==> src/rtl/tick_ctrl.sv <==
// tick_ctrl: programmable prescaler that emits single-cycle tick enables
// at a configured period, either for a fixed number of ticks or forever.
// Slow-rate consumers use tick as a clock enable instead of a derived clock.
//
// state   | meaning
// --------+---------------------------------------------------------------
// S_IDLE  | no run active; configuration port open (cfg_ready = 1)
// S_RUN   | prescale counter advancing, ticks emitted at terminal count
// S_PAUSE | run frozen by hold; counter keeps its value until hold drops
module tick_ctrl #(
  parameter int unsigned CNT_W          = 32,
  parameter int unsigned DEFAULT_PERIOD = 50_000_000,
  parameter int unsigned CNT_MAX_W      = 8
) (
  input  logic                 clk,
  input  logic                 rst_n,
  input  logic                 cfg_valid,
  output logic                 cfg_ready,
  input  logic [CNT_W-1:0]     cfg_period,
  input  logic [CNT_MAX_W-1:0] cfg_count,
  input  logic                 start,
  input  logic                 stop,
  input  logic                 hold,
  output logic                 tick,
  output logic                 done,
  output logic                 busy,
  output logic [CNT_MAX_W-1:0] ticks_left
);

  typedef enum logic [1:0] {
    S_IDLE  = 2'd0,
    S_RUN   = 2'd1,
    S_PAUSE = 2'd2
  } state_t;

  // A period of 0 would make the terminal-count compare wrap, so it is
  // stored as 1; the compare against period-1 then never underflows.
  function automatic logic [CNT_W-1:0] clamp_period(input logic [CNT_W-1:0] p);
    return (p == '0) ? CNT_W'(1) : p;
  endfunction

  localparam logic [CNT_W-1:0] DEF_PERIOD_RAW = CNT_W'(DEFAULT_PERIOD);
  localparam logic [CNT_W-1:0] DEF_PERIOD     = (DEF_PERIOD_RAW == '0) ? CNT_W'(1)
                                                                       : DEF_PERIOD_RAW;

  state_t               state_q, state_d;
  logic [CNT_W-1:0]     cnt_q, cnt_d;
  logic [CNT_W-1:0]     period_q, period_d;
  logic [CNT_MAX_W-1:0] count_q, count_d;
  logic [CNT_MAX_W-1:0] left_q, left_d;
  logic                 tick_q, tick_d;
  logic                 done_q, done_d;

  logic                 cfg_hs;
  logic                 at_tc;
  logic                 counted;

  assign cfg_ready  = (state_q == S_IDLE);
  assign busy       = (state_q != S_IDLE);
  assign tick       = tick_q;
  assign done       = done_q;
  assign ticks_left = left_q;

  assign cfg_hs  = cfg_valid & cfg_ready;
  // period_q is never 0, so period_q-1 is always a valid count value.
  assign at_tc   = (cnt_q == (period_q - CNT_W'(1)));
  // ticks_left is only nonzero during a counted run; 0 marks continuous mode.
  assign counted = (left_q != '0);

  // Next-state, counter and pulse logic; pulses default low every edge.
  always_comb begin
    state_d  = state_q;
    cnt_d    = cnt_q;
    period_d = period_q;
    count_d  = count_q;
    left_d   = left_q;
    tick_d   = 1'b0;
    done_d   = 1'b0;

    unique case (state_q)
      S_IDLE: begin
        if (cfg_hs) begin
          period_d = clamp_period(cfg_period);
          count_d  = cfg_count;
        end
        if (start && !stop) begin
          state_d = S_RUN;
          cnt_d   = '0;
          // A handshake on the same edge supplies the count for this run.
          left_d  = cfg_hs ? cfg_count : count_q;
        end
      end

      S_RUN: begin
        if (stop) begin
          state_d = S_IDLE;
          cnt_d   = '0;
          left_d  = '0;
        end else if (hold) begin
          state_d = S_PAUSE;
        end else if (at_tc) begin
          cnt_d  = '0;
          tick_d = 1'b1;
          if (counted) begin
            if (left_q == CNT_MAX_W'(1)) begin
              left_d  = '0;
              done_d  = 1'b1;
              state_d = S_IDLE;
            end else begin
              left_d = left_q - CNT_MAX_W'(1);
            end
          end
        end else begin
          cnt_d = cnt_q + CNT_W'(1);
        end
      end

      S_PAUSE: begin
        if (stop) begin
          state_d = S_IDLE;
          cnt_d   = '0;
          left_d  = '0;
        end else if (!hold) begin
          // Resume edge does not count; counting restarts on the next edge.
          state_d = S_RUN;
        end
      end

      default: begin
        state_d = S_IDLE;
        cnt_d   = '0;
        left_d  = '0;
      end
    endcase
  end

  // State and datapath registers with synchronous active-low reset.
  always_ff @(posedge clk) begin
    if (!rst_n) begin
      state_q  <= S_IDLE;
      cnt_q    <= '0;
      period_q <= DEF_PERIOD;
      count_q  <= '0;
      left_q   <= '0;
      tick_q   <= 1'b0;
      done_q   <= 1'b0;
    end else begin
      state_q  <= state_d;
      cnt_q    <= cnt_d;
      period_q <= period_d;
      count_q  <= count_d;
      left_q   <= left_d;
      tick_q   <= tick_d;
      done_q   <= done_d;
    end
  end

endmodule

==> config.mk <==
export PLATFORM = sky130hd
export DESIGN_NAME = tick_ctrl
export DESIGN_NICKNAME = d
export VERILOG_FILES = /design/src/rtl/tick_ctrl.sv
export SDC_FILE = /design/constraint.sdc
export NUM_CORES = 1
export LEC_CHECK = 0
export ABC_AREA = 0
export CORE_UTILIZATION = 35
export DETAILED_ROUTE_END_ITERATION = 8
export GPL_TIMING_DRIVEN = 0
export PLACE_DENSITY_LB_ADDON = 0.15
export SETUP_SLACK_MARGIN = 0.5
export SLEW_MARGIN = 25
export SYNTH_ARGS = -nofsm -noshare
export SYNTH_HDL_FRONTEND = slang
export SYNTH_SLANG_ARGS = --single-unit
export TNS_END_PERCENT = 5
==> constraint.sdc <==
create_clock -name clk -period 3.95 [get_ports clk]
set_input_delay 0.9875 -clock clk [delete_from_list [all_inputs] [get_ports clk]]
set_output_delay 0.9875 -clock clk [all_outputs]
set_load 0.03 [all_outputs]
==> qor.txt, run 1 <==
outcome: finished clean
Vias/cell: 5.39
top cells by area, synth: dfxtp_1 (33%), nand2_1 (8.8%), xor2_1 (6.9%)
syn nets: 719
Area Overhead vs Synth: 31.3%
Mean Syn Cell Area: 7.56 um^2
number of global-route vias before repair: 4789
reg2reg path depth: 11
kind of critical path: reg2reg
crit share post-route: 0.876
Post-synth EDFFs: 0
Starting Density: 0.361
Worst Clk Skew: 0.0104 ns
Final Cell Area: 0.00664 mm^2
Sw Share: 0.291
leakage power: 2.35 nW
P_sw: 0.000668 W
Die Y: 122 um
Comb pwr share: 0.208
Worst slew margin: 0.558
I/O pins: 58
Critical Path Sink Type: flip-flop
largest net degree at the start of global routing: 15
peak supply drop: 0.206 mV
Clk pwr share: 0.385
Buffers on Ports: 55
number of antenna diodes: 0
row cnt: 43
CTS max path bufs: 2
Root Driver: clkbuf_16
slew of the pin with the lowest slew margin: 0.663 ns
FF-to-FF setup slack: 0.49 ns
Primary FF master, synth: dfxtp_1
max-slew violation count: 0
Seq pwr share: 0.407
# fillers: 1422
fin nets: 808
first-pass GRT wire length: 24.2 mm
#FFs+latches synth: 84
HPWL after DPL: 11.4 mm
final worst slack: 0.489 ns
Post-Synthesis Cells: 669
post-synth cell types: 64
Mapped Area: 0.00505 mm^2
CP max stage cell: or4_4
async set or reset register ratio after synthesis: 0
CP most frequent cell: or4_4
Period minus WS final: 3.46 ns
global route total overflow: 0
Residual DRC: 0
Int Pwr: 0.00162 W
RSZ-0062 raised after global routing: true
CTS tree: yes
initial DRC count: 377
layout cell share with drive strength beyond 1: 0.135
Post-DRT Antenna Nets: 0
1st-pass router iterations: 5
Total GRT Usage: 0.213
CTS Buf Count: 9
hold path cells: 2
wire per inst: 16.2 um
HP Class: reg2reg
Die Span X: 122 um
Routed WL: 15.3 mm
Final Wtd Congestion: 0.938
DR vias: 5080
sequential fraction of the synthesis area: 0.333
Critical Path Source Type: flip-flop
post-place setup slack: -0.122 ns
endpoints failing setup: 0
Max Fclk: 289 MHz
top-area cell type share of the netlist area: 0.333
clock latency on the worst-skew pair: 0.35 ns
Commonest cells post-synth: nand2_1 (118), dfxtp_1 (84), nor2_1 (68)
max cap viols: 0
Hold Violations, Final: 0
DIE AREA: 0.0149 mm^2
worst-path fanout max: 7
count leader, synth: nand2_1
hold-fix buffers at CTS: 0
Ys Warns: 0
CTS Sinks: 84
WP data arrival: 3.73 ns
crit path cell chain: or4_4 > nor3_4 > nand4_1 > nor3_2 > a31oi_1 > or3_4 > or4_4 > buf_6 > and2_4 > buf_8 > a211oi_2
Cell Pwr Density: 345 mW/mm^2
core box area: 0.0140 mm^2
Placed Area: 0.00583 mm^2
Worst path max stage delay: 0.61 ns
initial antenna violation count: 0
H-Tree Level Count: 3
Clock Pin Slew Worst Setup and Hold Paths: 0.07 ns
area leader, netlist: dfxtp_1
Crit path required time: 4.22 ns
[power by group through the flow]
stage | logic [W] | clock network, W | registers (W)
final | 0.000477 | 0.000882 | 0.000932
after global routing | 0.000520 | 0.000930 | 0.000936
after CTS | 0.000438 | 0.000900 | 0.000928
after detailed placement | 0.000402 | 0 | 0.000943
after global placement | 0.000399 | 0 | 0.000942
after floorplan | 0.000255 | 0 | 0.000942
[final timing paths]
path	end	start
setup / recovery	ticks_left[0]	period_q[9]
hold / removal	count_q[2]	count_q[2]
setup reg to reg	ticks_left[0]	period_q[9]
hold reg to reg	count_q[2]	count_q[2]
[cells in the final DEF, fill, tap and decap left out, types with 4 or more instances in the layout]
cell type        count
a211oi_1             4
a21oi_1             43
a31oi_1              6
and3_1               5
buf_4               21
buf_6                4
clkbuf_1            31
clkbuf_16            9
clkbuf_2             4
clkdlybuf4s50_1     55
dfxtp_1             81
inv_1               16
mux2i_1             10
nand2_1            117
nand2b_1             9
nand3_1             24
nand3b_1             4
nand4_1             24
nor2_1              66
nor3_1              14
nor3_2               4
nor4_1              15
nor4_4               7
o2111ai_1            4
o211ai_1             5
o21ai_0              7
o22ai_1              6
or2_2                4
or4_1                4
or4_4                5
xnor2_1             29
xor2_1              40
[area by class of cell]
class / count / area [um^2] / area share
clock inverter: 5 / 60.1 / 0.00905
inverter: 18 / 67.6 / 0.0102
multi-input combinational: 524 / 3360 / 0.506
sequential: 84 / 1690 / 0.254
buffer: 43 / 226 / 0.0341
timing repair buffer: 78 / 756 / 0.114
tap: 180 / 225 / 0.0339
clock buffer: 11 / 253 / 0.0381
[state kept, by name, indices dropped and copies added, names as in the netlist]
signal      count
state_q         2
period_q       32
cnt_q          32
done            1
ticks_left      8
count_q         8
tick            1
[what timing repair did]
action,4_1_cts,5_1_grt
hold endpoints to repair,0,0
setup endpoints to repair,39,38
gates resized for setup,37,35
pin swaps,16,26
buffers inserted,9,14
[critical path, delay by kind of cell (launching register included)]
family	cells	cell delay [ns]
DFF	1	0.42
AOI/OAI and AO/OA	2	0.30
and+or+nand+nor	7	2.36
buffers and inverters	2	0.28
[metrics by stage]
stage / hold slack, ns / util / std cells / setup TNS [ns] / total power (W)
finish: 0.454 / 0.474 / 943 / 0 / 0.00229
global route: 0.473 / 0.474 / 943 / 0 / 0.00239
CTS: 0.456 / 0.458 / 929 / 0 / 0.00227
detailed placement: 0.448 / 0.417 / 904 / -1.21 / 0.00135
global placement: 0.442 / 0.417 / 904 / -0.983 / 0.00134
floorplan: 0.436 / - / 669 / 0 / 0.00120
[per-layer routing]
layer | GRT usage | up-vias | wire (um)
met4 | 0.0922 | 0 | 339
met5 | 0 | - | 0
met3 | 0.0300 | 22 | 676
li1 | - | 2543 | -
met1 | 0.293 | 2392 | 7350
met2 | 0.329 | 123 | 6900
[kinds of logic (layout without fill, tap and decap cells)]
group	count (synthesis)	count (layout)	synth area share
xor+xnor	69	69	0.120
fa+ha+maj	4	4	0.00990
compound gates	106	106	0.134
flops	84	84	0.333
mux	10	10	0.0198
buf+inv	61	155	0.0517
simple gates	335	335	0.333
Power figures use the tool's default switching activity.
==> run 2, diff against run 1 <==
--- a/config.mk
+++ b/config.mk
@@ -6,7 +6,7 @@
 export NUM_CORES = 1
 export LEC_CHECK = 0
 export ABC_AREA = 0
-export CORE_UTILIZATION = 35
+export CORE_UTILIZATION = 39
 export DETAILED_ROUTE_END_ITERATION = 8
 export GPL_TIMING_DRIVEN = 0
 export PLACE_DENSITY_LB_ADDON = 0.15
==> run 2 against run 1 <==
Worst setup slack got worse by 0.059 ns. Non-clock buffer count decreased by 12. Combinational power shrank 5.7%. Critical endpoint is now ticks_left[1]. Largest power group unchanged.
==> qor.txt, run 2 (synthesis gave the netlist of run 1 again) <==
Most Crowded Layer GR: met2
most common cell after layout, fill and taps aside: nand2_1
Critical Path Sink Type: flip-flop
Routed WL: 14.8 mm
worst-path fanout max: 7
first-pass GRT wire length: 23.2 mm
final hold slack: 0.458 ns
initial DRC count: 388
CTS max path bufs: 2
# fillers: 1256
top flop regs: cnt_q x32, period_q x32
Worst slew margin: 0.519
Vias/cell: 5.50
largest net degree at the start of global routing: 17
I/O pins: 58
peak supply drop: 0.195 mV
max-slew violation count: 0
crit share post-route: 0.891
kind of critical path: reg2reg
layout cell share with drive strength beyond 1: 0.108
DIE AREA: 0.0134 mm^2
Final Util: 0.510
HP Class: reg2reg
WP data arrival: 3.78 ns
Worst Clk Skew: 0.0101 ns
number of global-route vias before repair: 4449
core box area: 0.0126 mm^2
post-place setup slack: -0.109 ns
leakage power: 2.27 nW
crit path cell chain: or4_4 > buf_8 > or4_4 > a21oi_2 > a31oi_2 > nor4b_2 > nand4_1 > or4_4 > buf_8 > and2_4 > buf_8 > a211oi_2
Period minus WS final: 3.52 ns
Final Wtd Congestion: 0.864
Crit path required time: 4.21 ns
met1 GRT Util: 0.318
Residual DRC: 0
max cap viols: 0
Area Overhead vs Synth: 27.4%
slew of the pin with the lowest slew margin: 0.715 ns
RSZ-0062 raised after global routing: true
CTS Buf Count: 9
met2 Use GR: 0.344
Die Y: 116 um
Total GRT Usage: 0.227
GR Util met3: 0.0356
final worst slack: 0.430 ns
Worst path max stage delay: 0.55 ns
Buf/Inv on CP: 3
Starting Density: 0.401
FF/Latch Area: 0.00169 mm^2
Die Span X: 116 um
Buffers on Ports: 55
Critical Path Source Type: flip-flop
Cell Pwr Density: 351 mW/mm^2
CTS Sinks: 84
area of the multi-input gates: 0.00329 mm^2
Root Driver: clkbuf_16
initial antenna violation count: 0
CP max stage cell: or4_4
1st-pass router iterations: 5
row cnt: 41
global route total overflow: 0
outcome: finished clean
CTS tree: yes
Hold Violations, Final: 0
fin nets: 796
wire per inst: 16.1 um
Post-DRT Antenna Nets: 0
HPWL after DPL: 11.3 mm
commonest cells after routing, fill and taps aside: nand2_1 (118), dfxtp_1 (80), nor2_1 (67)
H-Tree Level Count: 3
clock latency on the worst-skew pair: 0.35 ns
Max Fclk: 284 MHz
endpoints failing setup: 0
Clock Pin Slew Worst Setup and Hold Paths: 0.07 ns
Worst path top cell family by delay: simple AND/OR/NAND/NOR gates
DR vias: 5076
number of antenna diodes: 0
==> run 2: worst paths after layout <==
| check | start | cells past startpoint | slack, ns | end |
|---|---|---|---|---|
| min reg2reg | count_q[4] | 2 | 0.46 | count_q[4] |
| min | count_q[4] | 2 | 0.46 | count_q[4] |
| max reg2reg | period_q[0] | 12 | 0.43 | ticks_left[1] |
| max | period_q[0] | 12 | 0.43 | ticks_left[1] |
==> run 2: area by class of cell <==
class,count,area share
Timing Repair Buffer,66,0.100
Multi-Input combinational cell,524,0.511
Tap cell,172,0.0334
Inverter,18,0.0109
Clock buffer,9,0.0350
Sequential cell,84,0.263
Clock inverter,7,0.0124
Buffer,43,0.0342
==> run 2: stage by stage <==
stage / TNS [ns] / cells / cell area, um^2 / power [W]
6_report: 0 / 923 / 6440 / 0.00226
5_1_grt: 0 / 923 / 6440 / 0.00237
4_1_cts: 0 / 912 / 6240 / 0.00224
3_5_place_dp: -1.89 / 896 / 5820 / 0.00134
3_3_place_gp: -0.660 / 896 / 5820 / 0.00134
2_1_floorplan: 0 / 669 / 5050 / 0.00120
==> run 2: per-layer routing <==
metal	part of all wire	vias to the layer above	routed length, um
li1	-	2515	-
met1	0.48	2379	7060
met5	0	-	0
met2	0.45	160	6640
met4	0.020	0	297
met3	0.056	22	834
==> run 2: power by group <==
part           internal, W  leakage [nW]  switching [W]
Clock             0.000500         0.149       0.000380
Sequential        0.000882         0.688      0.0000499
Combinational     0.000197          1.44       0.000252
Total              0.00158          2.27       0.000682
==> run 2: repair_timing <==
item	in CTS	in global routing
gates resized for setup	22	32
pin swaps	8	16
hold buffers	0	0
cloned	0	0
endpoints found under the setup margin	38	38
buffers inserted	0	11
==> run 2: worst min-delay path, stage by stage, from the launching register on <==
cell and delay [ns]:
dfxtp_1 0.31, nand2_1 0.05, a21oi_1 0.05
